--- config.mk ---
export PLATFORM = sky130hd
export DESIGN_NAME = tmr_voter_monitor
export DESIGN_NICKNAME = d
export VERILOG_FILES = /design/src/rtl/tmr_voter_monitor.sv
export SDC_FILE = /design/constraint.sdc
export NUM_CORES = 1
export LEC_CHECK = 0
export ABC_AREA = 1
export BUFFER_PORTS_ARGS = -buffer_cell sky130_fd_sc_hd__buf_2
export CORE_UTILIZATION = 60
export CTS_CLUSTER_DIAMETER = 100
export DETAILED_ROUTE_END_ITERATION = 10
export PLACE_DENSITY = 0.86
export REMOVE_ABC_BUFFERS = 1
export SETUP_SLACK_MARGIN = 0.5
export SYNTH_ARGS = -nofsm -noshare
export SYNTH_HDL_FRONTEND = slang
export SYNTH_SLANG_ARGS = --single-unit
--- constraint.sdc ---
create_clock -name clk -period 2.6 [get_ports clk]
set_clock_uncertainty 0.05 [all_clocks]
set_input_delay 0.26 -clock clk [delete_from_list [all_inputs] [get_ports clk]]
set_output_delay 0.26 -clock clk [all_outputs]
set_load 0.02 [all_outputs]
--- src/rtl/tmr_voter_monitor.sv ---
// Registered bitwise TMR majority voter with per-lane mismatch flags, saturating error counters
// and per-lane health FSMs. Define TMR_VOTER_FANOUT_EN to add triplicated voted outputs.
module tmr_voter_monitor #(
    parameter int unsigned WIDTH       = 8,
    parameter int unsigned CNT_W       = 8,
    parameter int unsigned FAIL_THRESH = 4
) (
    input  logic             clk,
    input  logic             rst,
    input  logic [WIDTH-1:0] inA,
    input  logic [WIDTH-1:0] inB,
    input  logic [WIDTH-1:0] inC,
    input  logic             in_valid,
    input  logic             clr_cnt,
    output logic [WIDTH-1:0] out,
`ifdef TMR_VOTER_FANOUT_EN
    output logic [WIDTH-1:0] outA,
    output logic [WIDTH-1:0] outB,
    output logic [WIDTH-1:0] outC,
`endif
    output logic             out_valid,
    output logic             errA,
    output logic             errB,
    output logic             errC,
    output logic             multi_err,
    output logic [CNT_W-1:0] cntA,
    output logic [CNT_W-1:0] cntB,
    output logic [CNT_W-1:0] cntC,
    output logic             failA,
    output logic             failB,
    output logic             failC
);

    localparam int unsigned RUN_W = $clog2(FAIL_THRESH + 1);
    localparam logic [CNT_W-1:0] CntMax = '1;
    localparam logic [RUN_W-1:0] RunThresh = RUN_W'(FAIL_THRESH);

    typedef enum logic [1:0] {
        StOk,
        StSuspect,
        StFailed
    } lane_state_e;

    logic [WIDTH-1:0] w_vote;
    logic [2:0]       w_mis;
    logic             w_multi;

    logic [WIDTH-1:0] r_out;
    logic             r_out_valid;
    logic [2:0]       r_err;
    logic             r_multi;
    logic [2:0]       r_fail;
    logic [CNT_W-1:0] r_cnt   [3];
    logic [RUN_W-1:0] r_run   [3];
    lane_state_e      r_state [3];

    assign w_vote = (inA & inB) | (inB & inC) | (inA & inC);
    assign w_mis  = {|(inC ^ w_vote), |(inB ^ w_vote), |(inA ^ w_vote)};
    assign w_multi = (w_mis[0] & w_mis[1]) | (w_mis[1] & w_mis[2]) | (w_mis[0] & w_mis[2]);

    always_ff @(posedge clk) begin
        if (rst) begin
            r_out       <= '0;
            r_out_valid <= 1'b0;
            r_err       <= '0;
            r_multi     <= 1'b0;
            r_fail      <= '0;
            for (int i = 0; i < 3; i++) begin
                r_cnt[i]   <= '0;
                r_run[i]   <= '0;
                r_state[i] <= StOk;
            end
        end else begin
            if (in_valid) begin
                r_out       <= w_vote;
                r_out_valid <= 1'b1;
                r_err       <= w_mis;
                r_multi     <= w_multi;
            end else begin
                r_out_valid <= 1'b0;
                r_err       <= '0;
                r_multi     <= 1'b0;
            end

            for (int i = 0; i < 3; i++) begin
                // Clear wins over a same-cycle mismatch, which is then not counted.
                if (clr_cnt) begin
                    r_cnt[i]   <= '0;
                    r_run[i]   <= '0;
                    r_state[i] <= StOk;
                    r_fail[i]  <= 1'b0;
                end else if (in_valid) begin
                    if (w_mis[i] && (r_cnt[i] != CntMax)) begin
                        r_cnt[i] <= r_cnt[i] + CNT_W'(1);
                    end
                    case (r_state[i])
                        StOk: begin
                            if (w_mis[i]) begin
                                r_run[i] <= RUN_W'(1);
                                if (FAIL_THRESH == 1) begin
                                    r_state[i] <= StFailed;
                                    r_fail[i]  <= 1'b1;
                                end else begin
                                    r_state[i] <= StSuspect;
                                end
                            end
                        end
                        StSuspect: begin
                            if (w_mis[i]) begin
                                r_run[i] <= r_run[i] + RUN_W'(1);
                                if ((r_run[i] + RUN_W'(1)) == RunThresh) begin
                                    r_state[i] <= StFailed;
                                    r_fail[i]  <= 1'b1;
                                end
                            end else begin
                                r_run[i]   <= '0;
                                r_state[i] <= StOk;
                            end
                        end
                        StFailed: begin
                            r_fail[i] <= 1'b1;
                        end
                        default: begin
                            r_run[i]   <= '0;
                            r_state[i] <= StOk;
                            r_fail[i]  <= 1'b0;
                        end
                    endcase
                end
            end
        end
    end

`ifdef TMR_VOTER_FANOUT_EN
    // Separate registers so the voted value re-enters three independent domains.
    logic [WIDTH-1:0] r_out_a;
    logic [WIDTH-1:0] r_out_b;
    logic [WIDTH-1:0] r_out_c;

    always_ff @(posedge clk) begin
        if (rst) begin
            r_out_a <= '0;
            r_out_b <= '0;
            r_out_c <= '0;
        end else if (in_valid) begin
            r_out_a <= w_vote;
            r_out_b <= w_vote;
            r_out_c <= w_vote;
        end
    end

    assign outA = r_out_a;
    assign outB = r_out_b;
    assign outC = r_out_c;
`endif

    assign out       = r_out;
    assign out_valid = r_out_valid;
    assign errA      = r_err[0];
    assign errB      = r_err[1];
    assign errC      = r_err[2];
    assign multi_err = r_multi;
    assign cntA      = r_cnt[0];
    assign cntB      = r_cnt[1];
    assign cntC      = r_cnt[2];
    assign failA     = r_fail[0];
    assign failB     = r_fail[1];
    assign failC     = r_fail[2];

endmodule

After elaboration in Yosys (flattened, before gate mapping) --
Memories as Yosys holds them, arrays and structs flattened. Cells that the tools add are included.
Word-level totals: bits in registers 16, memory bits (writable) 39, input bits 28, output and inout port bits 40, logic and storage cells 257, memories 3
Memory list:
- r_cnt | depth 3, bits a word 8, read ports 3, clocked after Yosys merged registers in 0, wr ports 3, line 53 | logic [CNT_W-1:0] r_cnt [3];
- r_run | depth 3, bits a word 3, read ports 3, clocked after Yosys merged registers in 0, wr ports 3, line 54 | logic [RUN_W-1:0] r_run [3];
- r_state | depth 3, bits a word 2, read ports 3, clocked after Yosys merged registers in 0, wr ports 3, line 55 | lane_state_e r_state [3];
Operators by class: add/subtract/negate cells 6, equality and inequality tests 18, muxes and demuxes 153, bitwise logic cells 53, reductions and logical operators 17
Operators by type and width (number):
- 2-to-1 mux 1 bit | 114
- 2-to-1 mux 8 bit | 6
- 2-to-1 mux 3 bit | 15
- OR 1 bit | 38
- 2-to-1 mux 2 bit | 15
- adder 8 x 1 -> 8 bit (second input constant) | 3
- bitwise AND 8 bit | 3
- != test 8 bit (second input constant) | 3
- OR reduction 8 bit | 3
- bitwise XOR 8 bit | 3
- OR 8 bit | 2
- != test 2 bit (second input constant) | 6
- AND reduction 4 bit | 3
- adder 3 x 1 -> 3 bit (second input constant) | 3
- equality test 3 bit (second input constant) | 3
- case mux 1 bit (3 select lines) | 3
- OR reduction 3 bit | 3
- equality test 2 x 1 -> 1 bit (second input constant) | 3
- equality test 2 bit (second input constant) | 3
- zero test 2 bit | 3
- inverter 1 bit | 4
- OR reduction 2 bit | 2
- bitwise AND 1 bit | 3
- logical AND 1 bit | 3

Depth between registers and ports, before layout --
Gate-level depths: netlist of the first run.
depth after elaboration 15, gate-level depth with buffers 14, mapped depth without buffers 14

Least setup slack after synthesis of the first run --
Ideal clock, no wire load.
kind reg2reg, start point mem r_cnt[2][0], end point mem r_cnt[2][0], enable pin, arrival 1.534 ns, slack 0.715 ns, cell stages (with the launch flop) 9, period minus slack after synthesis 1.885 ns, path through edfxtp_1 ha_1 nand2_1 nor2_1 inv_1 nor2_1 nand4_1 nand2_2 nand2_1
RTL lines (line):
- start: declaration | 53

==> impl_metrics.csv, run 1 <==
group,metric,value,unit
timing,worst_slack,0.6541,ns
drt,vias_per_cell,5.310,
timing,fmax,513.9,MHz
floorplan,die_y,78.63,um
pwr,finalPower,2.002,mW
clock_tree,cts_setup_buffers,0,
timing,slew_headroom,60.98,%
cells_and_area,drive_gt1_share,21.81,%
global_route,overflow,0,
yosys,synth.distinct_cells,34,
floorplan,start_util,63.21,%
pwr,power_frac_comb,19.4,%
drt,route.detailed.drc,0,
clock_tree,cts_hold_buf,0,
drt,wirelength,7263,um
clock_tree,cts_buffers,5,
cells_and_area,nets,554,
global_route,grt_pass1_vias,2939,
clock_tree,cts_sinks,55,
yosys,syn_avg_cell_area,8.063,um2
worst_setup_path,ff2ff_setup_slack,0.65,ns
yosys,ys_warn_count,0,
cells_and_area,syn_to_final_growth,15.13,%
cells_and_area,antennaDiodeCount,0,
drt,drt_iter0_markers,182,
worst_setup_path,r2r_start,"r_cnt[2][0]",
outcome,status,"finished clean",
pwr,swShare,28.99,%
yosys,ys_ff_latch,55,
drt,routedWlPerCell,12.50,um
worst_setup_path,cp_slowest_stage_delay,0.42,ns
timing,maxSlewViolCount,0,
hold_path,worstHoldPathType,"in -> reg",
cells_and_area,final_util,72.77,%
global_route,grt_pass1_wl,12360,um
floorplan,core_area,5574,um2
timing,rsz0062_at_grt,"false",
pwr,power.leakage,2.043,nW
pwr,switchingPower,0.5803,mW
floorplan,die_width,78.63,um
worst_setup_path,criticalPathCategory,"reg -> reg",
timing,fin_crit_sh,74.84,%
pwr,ir_drop,0.3142,mV
worst_setup_path,cp.required,2.57,ns
job,maxCapViolations,0,
worst_setup_path,critPathLaunch,"r_cnt[2][0]",
clock_tree,cts_buffer_depth,2,
placed_design,post-place-ws,0.5068,ns
worst_setup_path,crit_chain,"ha_1 > nand2_1 > nor2_1 > inv_1 > nor2_1 > nand4_1 > nand2_2 > nand2_2",
pwr,seq_power_share,51.9,%
worst_setup_path,cp_slowest_cell,"edfxtp_1",
hold_path,hold_path.startpoint,"rst",
yosys,syn_inst,437,
worst_setup_path,start_kind,"flop",
drt,dr.pass1.iters,4,
drt,ant_nets,0,
clock_tree,cts_htree_levels,2,
clock_tree,cts_root_buffer,"clkbuf_8",
yosys,synth-edff-count,39,
pwr,intPower,1.421,mW
pwr,pwr_density_cell,493.5,nW/um2
yosys,seq_area_frac_synth,42.33,%
floorplan,die_area,6183,um2
global_route,grt_usage,25.52,%
clock_tree,clkTransAtPathRegs,0.09,ns
worst_setup_path,worstPathMaxFanout,9,
placed_design,port_buffers,67,
worst_setup_path,critPathCaptureType,"flop",
timing,setup_tns,0,ns
floorplan,boundaryPins,68,
placed_design,gp_congestion,0.8160,
yosys,synth-async-reset-ratio,0,%
yosys,synth-main-ff-cell,"edfxtp_1",
timing,setup_violations,0,
clock_tree,worstSkewPairLatency,0.31,ns
pwr,clockPowerShare,28.7,%
drt,vias,3085,
worst_setup_path,critical_path_arrival,1.91,ns
floorplan,row_count,27,
yosys,syn_area,3523,um2
timing,finalHoldViolCount,0,
global_route,grt_max_degree,19,
placed_design,post-dp-hpwl,5855,um
timing,worst_pin_slew,0.5832,ns
global_route,antenna_found_initial,0,
timing,post-route-min-period,1.946,ns
clock_tree,cts_tree,"yes",
sequential cells by signal, summed over array words and instances, names as in the netlist:
name and count:
multi_err 1, out 8, out_valid 1, r_cnt 24
r_err 3, r_fail 3, r_run 9, r_state 6
cell usage in the layout, fill, tap and decap left out, types with 7 or more instances in the layout:
| cell type | n |
|---|---|
| ha_1 | 18 |
| dfxtp_1 | 16 |
| nor2_1 | 54 |
| nand2_1 | 84 |
| buf_2 | 67 |
| inv_1 | 61 |
| edfxtp_1 | 39 |
| xor2_1 | 21 |
| a21oi_1 | 12 |
| nand2_2 | 12 |
| o21ai_0 | 25 |
| nand4_1 | 7 |
| nand3_1 | 32 |
worst max-delay path: cells and delay by family, from the launching register on:
kind	cells	cell delay [ns]
AND/OR/NAND/NOR	6	0.95
buffers and inverters	1	0.05
adder cells (fa/ha/maj)	1	0.19
flip-flops	1	0.42
routing by layer:
metal | up-vias | part of all wire, % | wire (um) | GRT usage [%]
li1 | 1568 | - | - | -
met2 | 78 | 50 | 3607 | 44.70
met1 | 1427 | 45 | 3244 | 30.02
met4 | 0 | 1.9 | 138 | 11.67
met3 | 12 | 3.8 | 274 | 4.884
met5 | - | 0 | 0 | 0
power by group through the flow:
stage,logic [mW],registers (mW),clock network [mW]
detailed placement,0.386,1.06,0
finish,0.389,1.04,0.575
global route,0.435,1.05,0.629
CTS,0.388,1.04,0.589
global placement,0.372,1.05,0
floorplan,0.207,1.10,0
repair_timing:
item | in CTS | in global routing
hold endpoints to repair | 0 | 0
endpoints found under the setup margin | 0 | 24
gates resized for setup | 0 | 3
cell families (layout without fill, tap and decap cells):
kind of cell / Yosys count / after routing / share of synthesized area, %
buffers and inverters: 71 / 143 / 7.777
flip-flops: 55 / 55 / 42.33
XOR/XNOR: 25 / 25 / 6.214
adder cells (fa/ha/maj): 18 / 18 / 6.392
AO/OA/AOI/OAI: 59 / 59 / 9.801
AND/OR/NAND/NOR: 209 / 209 / 27.48
final cells by class:
type | count | area [um2]
Timing Repair Buffer | 68 | 342.8
Clock inverter | 3 | 46.29
Multi-Input combinational cell | 311 | 1765
Clock buffer | 5 | 68.82
Inverter | 67 | 251.5
Sequential cell | 55 | 1491
Tap cell | 72 | 90.09
Fill cell | 438 | 1518
metrics by stage:
stage / instance area [um2] / std cells / hold WS (ns)
after floorplan: 3501 / 433 / 0.2854
after global placement: 3934 / 573 / 0.4333
after detailed placement: 3934 / 573 / 0.4408
after CTS: 4049 / 581 / 0.1694
after global routing: 4056 / 581 / 0.1775
final: 4056 / 581 / 0.1809
Yosys cell counts (5+ instances only):
cell type	count	area [um2]
ha_1	18	225.2
o21ai_0	25	125.1
nor2_1	54	202.7
edfxtp_1	39	1171
nand4_1	7	43.79
nand2_2	9	56.30
xor2_1	21	183.9
dfxtp_1	16	320.3
inv_1	61	229.0
inv_2	5	18.77
o21ai_1	5	25.02
nand2_1	87	326.6
a21oi_1	12	60.06
nand3_1	32	160.2
worst paths after layout:
path              depth (start not counted)          end
setup reg to reg                          8  r_cnt[2][6]
setup / recovery                          8  r_cnt[2][6]
hold reg to reg                           2    r_fail[1]
hold / removal                            2    out_valid
No activity file was read; power rests on OpenSTA's default activity.
==> run 2: changes to the inputs <==
--- a/config.mk
+++ b/config.mk
@@ -7,10 +7,10 @@
 export LEC_CHECK = 0
 export ABC_AREA = 1
 export BUFFER_PORTS_ARGS = -buffer_cell sky130_fd_sc_hd__buf_2
-export CORE_UTILIZATION = 60
+export CORE_UTILIZATION = 50
 export CTS_CLUSTER_DIAMETER = 100
 export DETAILED_ROUTE_END_ITERATION = 10
-export PLACE_DENSITY = 0.86
+export PLACE_DENSITY = 0.76
 export REMOVE_ABC_BUFFERS = 1
 export SETUP_SLACK_MARGIN = 0.5
 export SYNTH_ARGS = -nofsm -noshare
==> constraint.sdc (replaced) <==
create_clock -name clk -period 1.7 [get_ports clk]
set_clock_uncertainty 0.05 [all_clocks]
set_input_delay 0.17 -clock clk [delete_from_list [all_inputs] [get_ports clk]]
set_output_delay 0.17 -clock clk [all_outputs]
set_load 0.02 [all_outputs]
==> run 2 against run 1 <==
  * The flow now finishes with violations (negative setup slack)
  * Register-to-register slack worse by 0.77 ns
  * Cell area increased by 52%
  * Worst hold slack worse by 0.095 ns
  * Clock-buffer cell count unchanged
  * Utilization is 18 points higher
  * Fmax is 7.1% higher
  * Global-route usage grew 2.4 points
  * Highest routed layer unchanged
  * Clock power is 41% higher
  * Combinational power rose to 3.1 times the previous value
  * Via count increased by 32%
  * Critical path depth stayed put
  * Largest cell class unchanged
==> impl_metrics.csv, run 2 (synthesis results as in run 1) <==
group,metric,value,unit
worst_setup_path,cp_slowest_stage_delay,0.47,ns
clock_tree,cts_buffer_depth,2,
cells_and_area,layout_common_cells,"86 x buf_4, 53 x buf_6, 50 x nand2_1",
cells_and_area,fin_cells,723,
cells_and_area,drive_gt1_share,60.29,%
job,maxCapViolations,0,
pwr,ir_drop,0.4349,mV
worst_setup_path,crit_chain,"ha_2 > xor2_2 > nand2_2 > inv_2 > nand4_1 > nand3_2 > o21bai_4 > nor2_1",
placed_design,post-dp-hpwl,6347,um
floorplan,start_util,51.86,%
drt,vias,4068,
drt,ant_nets,0,
drt,vias_per_cell,5.627,
drt,routedWlPerCell,19.63,um
floorplan,die_width,85.95,um
cells_and_area,largest_reg_flops,24,
global_route,overflow,0,
cells_and_area,top_register,"r_cnt",
floorplan,boundaryPins,68,
placed_design,post-place-ws,-0.1734,ns
floorplan,row_count,30,
outcome,status,"finished, violations left",
timing,worst_pin_slew,0.4573,ns
cells_and_area,fillers,260,
timing,finalHoldViolCount,0,
drt,route.detailed.drc,0,
worst_setup_path,worst-path-buf-inv,1,
timing,worst_slack,-0.1162,ns
timing,rsz0062_at_grt,"true",
worst_setup_path,cp.required,1.74,ns
pwr,finalPower,3.627,mW
drt,drt_iter0_markers,295,
global_route,grt_pass1_wl,16120,um
global_route,antenna_found_initial,0,
floorplan,core_area,6794,um2
clock_tree,cts_root_buffer,"clkbuf_8",
worst_setup_path,start_kind,"flop",
global_route,grt_pass1_vias,3607,
worst_setup_path,critPathCaptureType,"flop",
worst_setup_path,criticalPathCategory,"reg -> reg",
floorplan,die_y,85.95,um
timing,fin_crit_sh,106.8,%
drt,dr.pass1.iters,5,
placed_design,placed_cells,670,
clock_tree,worstSkewPairLatency,0.33,ns
pwr,switchingPower,1.267,mW
clock_tree,cts_sinks,55,
worst_setup_path,critical_path_arrival,1.86,ns
placed_design,place_area,4512,um2
timing,setup_tns,-1.570,ns
clock_tree,cts_buffers,5,
clock_tree,cts_tree,"yes",
pwr,pwr_density_cell,589.8,nW/um2
timing,maxSlewViolCount,0,
timing,post-route-min-period,1.816,ns
cells_and_area,final_common_cell,"buf_4",
timing,slew_headroom,69.48,%
cells_and_area,multi_input_area,2605,um2
cells_and_area,stdcell_area,6150,um2
clock_tree,cts_hold_buf,0,
drt,wirelength,14190,um
pwr,intPower,2.360,mW
timing,fmax,550.6,MHz
cells_and_area,nets,672,
pwr,seq_power_share,44.3,%
clock_tree,clkTransAtPathRegs,0.11,ns
worst_setup_path,worstPathMaxFanout,2,
worst_setup_path,cp_slowest_cell,"edfxtp_1",
global_route,grt_usage,27.92,%
timing,setup_violations,35,
placed_design,gp_congestion,0.8161,
cells_and_area,syn_to_final_growth,74.54,%
placed_design,port_buffers,67,
pwr,power.leakage,2.852,nW
global_route,grt_max_degree,19,
hold_path,worstHoldPathType,"in -> reg",
cells_and_area,antennaDiodeCount,0,
pwr,clockPowerShare,22.4,%
floorplan,die_area,7387,um2
clock_tree,cts_htree_levels,2,
cells_and_area,register_area,1491,um2
pwr,power_frac_comb,33.3,%
pwr,swShare,34.92,%
worst_setup_path,critPathTopFamily,"flip-flops",
outcome,failed_checks,"negative setup slack",
==> run 2: power by group through the flow <==
stage          Combinational (mW)  Sequential, mW  Clock (mW)
2_1_floorplan               0.316            1.68           0
3_3_place_gp                0.693            1.60           0
3_5_place_dp                0.714            1.61           0
4_1_cts                     0.898            1.59       0.768
5_1_grt                      1.27            1.61       0.847
6_report                     1.21            1.61       0.813
==> run 2: worst register-to-register path, stage by stage (launching register included) <==
cell,delay [ns]
edfxtp_1,0.47
ha_2,0.25
xor2_2,0.16
nand2_2,0.10
inv_2,0.04
nand4_1,0.12
nand3_2,0.16
o21bai_4,0.17
nor2_1,0.06
==> run 2: final timing paths <==
check,from,end,slack (ns),depth (start not counted)
max,r_run[0][0],r_state[0][0],-0.12,8
min,inC[5],out[5],0.09,3
max reg2reg,r_run[0][0],r_state[0][0],-0.12,8
min reg2reg,out[6],out[6],0.48,2
==> run 2: area by class of cell <==
| type | instances | area share, % |
|---|---|---|
| Clock buffer | 5 | 1.119 |
| Clock inverter | 3 | 0.3662 |
| Inverter | 67 | 4.212 |
| Multi-Input combinational cell | 311 | 42.36 |
| Sequential cell | 55 | 24.25 |
| Tap cell | 96 | 1.953 |
| Timing Repair Buffer | 186 | 25.74 |
==> run 2: per-stage QoR <==
stage          utilization, %  hold slack, ns
2_1_floorplan               -          0.1954
3_3_place_gp            66.41          0.4150
3_5_place_dp            66.41          0.4503
4_1_cts                 78.64          0.1116
5_1_grt                 90.52         0.09341
6_report                90.52         0.08539
==> run 2: metal layers <==
layer / GRT usage [%] / wire length (um) / share of wire [%]
met1: 30.75 / 4979 / 35
met2: 52.53 / 7337 / 52
met3: 4.812 / 899 / 6.3
met4: 11.67 / 975 / 6.9
met5: 0 / 0 / 0
==> run 2: what timing repair did <==
| item | in CTS | in global routing |
|---|---|---|
| pin swaps | 74 | 64 |
| endpoints found under the hold margin | 0 | 0 |
| endpoints found under the setup margin | 94 | 102 |
| resized for setup | 174 | 147 |
| buffers inserted | 18 | 27 |
